## config.mk

```make
export PLATFORM = sky130hd
export DESIGN_NAME = fpu_div_wb
export DESIGN_NICKNAME = d
export VERILOG_FILES = /design/src/rtl/fpu_pkg.sv /design/src/rtl/fp_classify.sv /design/src/rtl/fpu_div_wb.sv
export SDC_FILE = /design/constraint.sdc
export NUM_CORES = 1
export LEC_CHECK = 0
export CORE_ASPECT_RATIO = 1.1
export CORE_MARGIN = 1
export CORE_UTILIZATION = 46
export CTS_CLUSTER_SIZE = 25
export DETAILED_ROUTE_END_ITERATION = 12
export PLACE_DENSITY = 0.86
export RECOVER_POWER = 25
export SLEW_MARGIN = 20
export SYNTH_ARGS = -nofsm -noshare
export SYNTH_HDL_FRONTEND = slang
export SYNTH_HIERARCHICAL = 1
export SYNTH_SLANG_ARGS = --single-unit
```

## constraint.sdc

```tcl
create_clock -name clk -period 12.6 [get_ports clk]
set_input_delay 2.52 -clock clk [delete_from_list [all_inputs] [get_ports clk]]
set_output_delay 2.52 -clock clk [all_outputs]
set_load 0.03 [all_outputs]
```

## src/rtl/fpu_pkg.sv

```systemverilog
// Shared FPU definitions: per-format field widths, fflags bit positions,
// canonical special-value encodings and the operand class record.
// Used by the divider writeback stage and the other FPU units.
package fpu_pkg;

  // Bit positions inside the 5-bit fflags vector {NV,DZ,OF,UF,NX}.
  localparam int FFLAG_NX = 0;
  localparam int FFLAG_UF = 1;
  localparam int FFLAG_OF = 2;
  localparam int FFLAG_DZ = 3;
  localparam int FFLAG_NV = 4;

  // Canonical quiet NaN and +infinity for both supported formats.
  localparam logic [63:0] CANON_QNAN_64 = 64'h7FF8_0000_0000_0000;
  localparam logic [63:0] CANON_INF_64  = 64'h7FF0_0000_0000_0000;
  localparam logic [31:0] CANON_QNAN_32 = 32'h7FC0_0000;
  localparam logic [31:0] CANON_INF_32  = 32'h7F80_0000;

  // Exponent width for a given bus width: 32 -> single, otherwise double.
  function automatic int exp_width(input int bus_width);
    return (bus_width == 32) ? 8 : 11;
  endfunction

  // Mantissa (fraction) width: whatever is left after sign and exponent.
  function automatic int man_width(input int bus_width);
    return bus_width - 1 - exp_width(bus_width);
  endfunction

  typedef struct packed {
    logic zero;
    logic inf;
    logic nan;
    logic snan;
    logic finite;
  } fp_class_t;

endpackage

```

## src/rtl/fp_classify.sv

```systemverilog
// Combinational classifier for one IEEE-754 value.
// Ports:
//   value : input  W-bit floating-point encoding
//   cls   : output {zero, inf, nan, snan, finite}
module fp_classify
  import fpu_pkg::*;
#(
  parameter int W = 64
) (
  input  logic [W-1:0] value,
  output fp_class_t    cls
);

  localparam int MAN_W = man_width(W);

  logic exp_all_ones;
  logic man_zero;

  assign exp_all_ones = &value[W-2:MAN_W];
  assign man_zero     = (value[MAN_W-1:0] == '0);

  always_comb begin
    cls        = '0;
    // Sign is ignored: both +0 and -0 count as zero.
    cls.zero   = (value[W-2:0] == '0);
    cls.inf    = exp_all_ones & man_zero;
    cls.nan    = exp_all_ones & ~man_zero;
    // Quiet bit is the mantissa MSB; a NaN with it clear is signalling.
    cls.snan   = exp_all_ones & ~man_zero & ~value[MAN_W-1];
    cls.finite = ~exp_all_ones;
  end

endmodule

```

## src/rtl/fpu_div_wb.sv

```systemverilog
// Writeback stage behind the combinational FP divider. Each accepted
// quotient is stored with its destination register and the exception
// flags derived from the operands, then offered to the FP register file.
// A sticky fflags accumulator collects the flags of every popped entry.
// Ports:
//   clk, rst_n          : clock, asynchronous active-low reset
//   flush               : synchronous flush, empties the FIFO
//   in_valid/in_ready   : divider-side handshake
//   in_result/op1/op2   : quotient and its operands
//   in_rd               : destination register
//   out_valid/out_ready : register-file-side handshake
//   out_result/rd/fflags: head entry (zero when empty)
//   fflags_acc          : sticky OR of popped flags
//   clear_acc           : synchronous clear of fflags_acc
//
// Handshake: a transfer happens on a rising edge where valid & ready are
// both high. Valid never waits for ready; in_ready reflects only FIFO
// occupancy (a pop in a full cycle does not free space that same cycle);
// out_* hold steady while out_valid & !out_ready.
module fpu_div_wb
  import fpu_pkg::*;
#(
  parameter int BUS_WIDTH  = 64,
  parameter int REG_ADDR_W = 5,
  parameter int DEPTH      = 2
) (
  input  logic                  clk,
  input  logic                  rst_n,
  input  logic                  flush,
  input  logic                  in_valid,
  output logic                  in_ready,
  input  logic [BUS_WIDTH-1:0]  in_result,
  input  logic [BUS_WIDTH-1:0]  in_op1,
  input  logic [BUS_WIDTH-1:0]  in_op2,
  input  logic [REG_ADDR_W-1:0] in_rd,
  output logic                  out_valid,
  input  logic                  out_ready,
  output logic [BUS_WIDTH-1:0]  out_result,
  output logic [REG_ADDR_W-1:0] out_rd,
  output logic [4:0]            out_fflags,
  output logic [4:0]            fflags_acc,
  input  logic                  clear_acc
);

  localparam int PW    = $clog2(DEPTH);
  localparam int CNT_W = PW + 1;

  typedef struct packed {
    logic [BUS_WIDTH-1:0]  result;
    logic [REG_ADDR_W-1:0] rd;
    logic [4:0]            fflags;
  } entry_t;

  fp_class_t cls_a, cls_b, cls_r;

  fp_classify #(.W(BUS_WIDTH)) u_cls_op1 (.value(in_op1),    .cls(cls_a));
  fp_classify #(.W(BUS_WIDTH)) u_cls_op2 (.value(in_op2),    .cls(cls_b));
  fp_classify #(.W(BUS_WIDTH)) u_cls_res (.value(in_result), .cls(cls_r));

  logic unused_cls;
  assign unused_cls = ^{cls_a.nan, cls_b.nan, cls_r.nan, cls_r.snan, cls_r.finite};

  entry_t           mem_q [DEPTH];
  entry_t           mem_d [DEPTH];
  logic [PW-1:0]    wr_ptr_q, wr_ptr_d;
  logic [PW-1:0]    rd_ptr_q, rd_ptr_d;
  logic [CNT_W-1:0] count_q, count_d;
  logic [4:0]       acc_q, acc_d;

  logic   push;
  logic   pop;
  logic   [4:0] new_flags;
  entry_t head;

  assign in_ready  = (count_q < CNT_W'(DEPTH));
  assign out_valid = (count_q != '0);
  // A flush drops any same-cycle push; a same-cycle pop still completes.
  assign push      = in_valid & in_ready & ~flush;
  assign pop       = out_valid & out_ready;

  assign head       = mem_q[rd_ptr_q];
  assign out_result = out_valid ? head.result : '0;
  assign out_rd     = out_valid ? head.rd     : '0;
  assign out_fflags = out_valid ? head.fflags : '0;
  assign fflags_acc = acc_q;

  always_comb begin
    new_flags           = '0;
    new_flags[FFLAG_NV] = (cls_a.zero & cls_b.zero) | (cls_a.inf & cls_b.inf)
                        | cls_a.snan | cls_b.snan;
    new_flags[FFLAG_DZ] = cls_b.zero & cls_a.finite & ~cls_a.zero;
    new_flags[FFLAG_OF] = cls_r.inf & cls_a.finite & ~cls_b.zero;
    new_flags[FFLAG_UF] = cls_r.zero & cls_a.finite & ~cls_a.zero
                        & cls_b.finite & ~cls_b.zero;
    new_flags[FFLAG_NX] = new_flags[FFLAG_OF] | new_flags[FFLAG_UF];
  end

  always_comb begin
    mem_d = mem_q;
    if (push) begin
      mem_d[wr_ptr_q] = '{result: in_result, rd: in_rd, fflags: new_flags};
    end
  end

  always_comb begin
    wr_ptr_d = wr_ptr_q;
    rd_ptr_d = rd_ptr_q;
    count_d  = count_q;
    if (flush) begin
      wr_ptr_d = '0;
      rd_ptr_d = '0;
      count_d  = '0;
    end else begin
      if (push) wr_ptr_d = wr_ptr_q + PW'(1);
      if (pop)  rd_ptr_d = rd_ptr_q + PW'(1);
      case ({push, pop})
        2'b10:   count_d = count_q + CNT_W'(1);
        2'b01:   count_d = count_q - CNT_W'(1);
        default: count_d = count_q;
      endcase
    end
  end

  always_comb begin
    acc_d = clear_acc ? 5'b0 : acc_q;
    if (pop) acc_d = acc_d | out_fflags;
  end

  always_ff @(posedge clk or negedge rst_n) begin
    if (!rst_n) begin
      wr_ptr_q <= '0;
      rd_ptr_q <= '0;
      count_q  <= '0;
      acc_q    <= '0;
    end else begin
      wr_ptr_q <= wr_ptr_d;
      rd_ptr_q <= rd_ptr_d;
      count_q  <= count_d;
      acc_q    <= acc_d;
    end
  end

  // Storage needs no reset: it is only observable through a non-zero count.
  always_ff @(posedge clk) begin
    mem_q <= mem_d;
  end

endmodule
```

==> impl_metrics.toml <==
[outcome]
status = "finished clean"

[placed_design]
dp_hpwl_mm = 14.0
portBuffers = 281
gp_congestion = 0.914

[finish]
multiInputGateArea_um2 = 1830
seq_area_um2 = 4670
layout-drive-gt1-share_pct = 7.38
nFillCells = 956
area_delta_synth_final_pct = 53.5
fin_util_pct = 73.2
nets = 936

[drt]
first_iter_violations = 332
viasPerCell = 5.25
vias = 4916
wl_mm = 18.7
wl_per_cell_um = 20.0
firstDrtPassIters = 4
ant_nets = 0
route.detailed.drc = 0

[synth]
ys_warn_count = 6
synth.avg_cell_area_um2 = 15.0
syn_inst = 444
synth_fp_nets = 647
netlist_area_um2 = 6660

[pwr]
p_leak_uw = 0.00336
power.density_nw_per_um2 = 133
peakVddDrop_mv = 0.0931

[global_routing]
antenna_found_initial = 2
grt_max_degree = 54
track_usage_pct = 25.5
overflow = 0
grt_pass1_vias = 5241
grt_pass1_wl_mm = 27.6

[sta]
relSlewSlack_pct = 48.5
rsz0062_at_grt = "no"
skew_ns = 0.00654
worst_pin_slew_ns = 0.772
setup_viol = 0
hold_violations = 0
min_period_ns = 5.66
post-route-period-util_pct = 44.9
fmax_mhz = 177
timing.hold.ws_ns = 0.538
finalMaxSlewViolations = 0
fin_setup_tns_ns = 0

[die]
die_x_um = 117
start_util_pct = 47.7
dieArea_um2 = 15000
fp-row-count = 45
chipHeight_um = 128
core-area_um2 = 14000
num_io_pins = 284

[clocking]
cts_max_level = 4
cts.reportedPaths.clkPinSlew_ns = 0.06
holdBufCountCts = 0
cts_tree = "yes"
clock_latency_ns = 0.41
cts-root-buf = "clkbuf_16"
clock_path_buffers = 2
clock-sinks = 157
cts_buffers = 17
cts-resized-gates = 0
post-cts-setup-buffers = 0

[setup_path]
crit_fanout = 44
cp_data_arrival_time_ns = 3.14
worstSetupPathType = "reg -> out"
required_ns = 10.08
critPathSlowestCell = "dfrtp_4"
slowest_delay_ns = 0.79
reg2reg_depth = 3
worstSetupStartpointType = "flop"
cp_cell_sequence = "buf_4 -> mux2i_1 -> nor2_1 -> clkdlybuf4s50_1"
end_kind = "primary output"

[hold_path]
min_path_type = "reg -> reg"
holdPathStages = 2

[flow_run]
maxCapViolations = 0
critical path, delay by kind of cell (launching register included):
| kind | cells | cell delay, ns |
|---|---|---|
| flops | 1 | 0.79 |
| buf+inv | 2 | 1.46 |
| mux | 1 | 0.27 |
| simple gates | 1 | 0.17 |
metal layers:
metal | GRT usage [%] | vias up | share of wire, %
met3 | 5.72 | 26 | 6.0
met5 | 0 | - | 0
met2 | 47.9 | 212 | 55
met4 | 8.56 | 0 | 2.2
li1 | - | 2303 | -
met1 | 28.0 | 2375 | 37
cell type report:
| cell class | instances | share of cell area, % |
|---|---|---|
| diodes | 3 | 0.0734 |
| clock buffers | 17 | 4.16 |
| clock inverters | 14 | 1.64 |
| inverters | 7 | 0.257 |
| multi-input cells | 263 | 17.9 |
| flip-flops and latches | 157 | 45.7 |
| well taps | 188 | 2.30 |
| repair buffers | 287 | 27.9 |
power by group:
part           switching [uW]  internal (uW)  total [uW]
registers                12.2            596         608
logic                     125            118         243
clock network             198            311         508
cell usage in the layout, fill, tap and decap left out, types with 2 or more instances in the layout:
| master | count |
|---|---|
| and4_1 | 3 |
| bufinv_16 | 3 |
| dfrtp_1 | 8 |
| nand4_1 | 15 |
| nor4_1 | 33 |
| clkinvlp_4 | 3 |
| o22ai_1 | 5 |
| clkinv_1 | 3 |
| inv_6 | 3 |
| nor2b_1 | 5 |
| buf_4 | 6 |
| edfxtp_1 | 148 |
| nand2_1 | 6 |
| clkinv_4 | 2 |
| nand3_1 | 3 |
| nor2_1 | 82 |
| diode_2 | 3 |
| inv_1 | 7 |
| clkbuf_16 | 17 |
| nor4_2 | 15 |
| dlygate4sd3_1 | 47 |
| nor3_1 | 5 |
| clkdlybuf4s50_1 | 234 |
| a21oi_1 | 3 |
| mux2i_1 | 74 |
state kept, by name, summed over array words and instances, names as in the netlist:
name and cells:
mem_q 148, count_q 2, wr_ptr_q 1, fflags_acc 5, rd_ptr_q 1
per-stage QoR:
stage / area, um2 / setup WS, ns / total power (uW) / instances
floorplan: 6660 / 4.02 / 734 / 444
global placement: 9630 / 7.42 / 859 / 902
detailed placement: 9630 / 7.38 / 865 / 902
CTS: 10200 / 6.94 / 1370 / 933
global route: 10200 / 6.82 / 1400 / 935
finish: 10200 / 6.94 / 1360 / 936
path summary, 6_finish.rpt:
check                         startpoint             to  slack [ns]
max                             rd_ptr_q  out_fflags[1]        6.94
min                        fflags_acc[1]  fflags_acc[1]        0.54
max reg2reg                     rd_ptr_q  fflags_acc[1]       10.38
min reg2reg                fflags_acc[1]  fflags_acc[1]        0.54
max in group asynchronous          rst_n       rd_ptr_q        9.74
min in group asynchronous          rst_n       wr_ptr_q        2.50
Power figures use the tool's default switching activity.
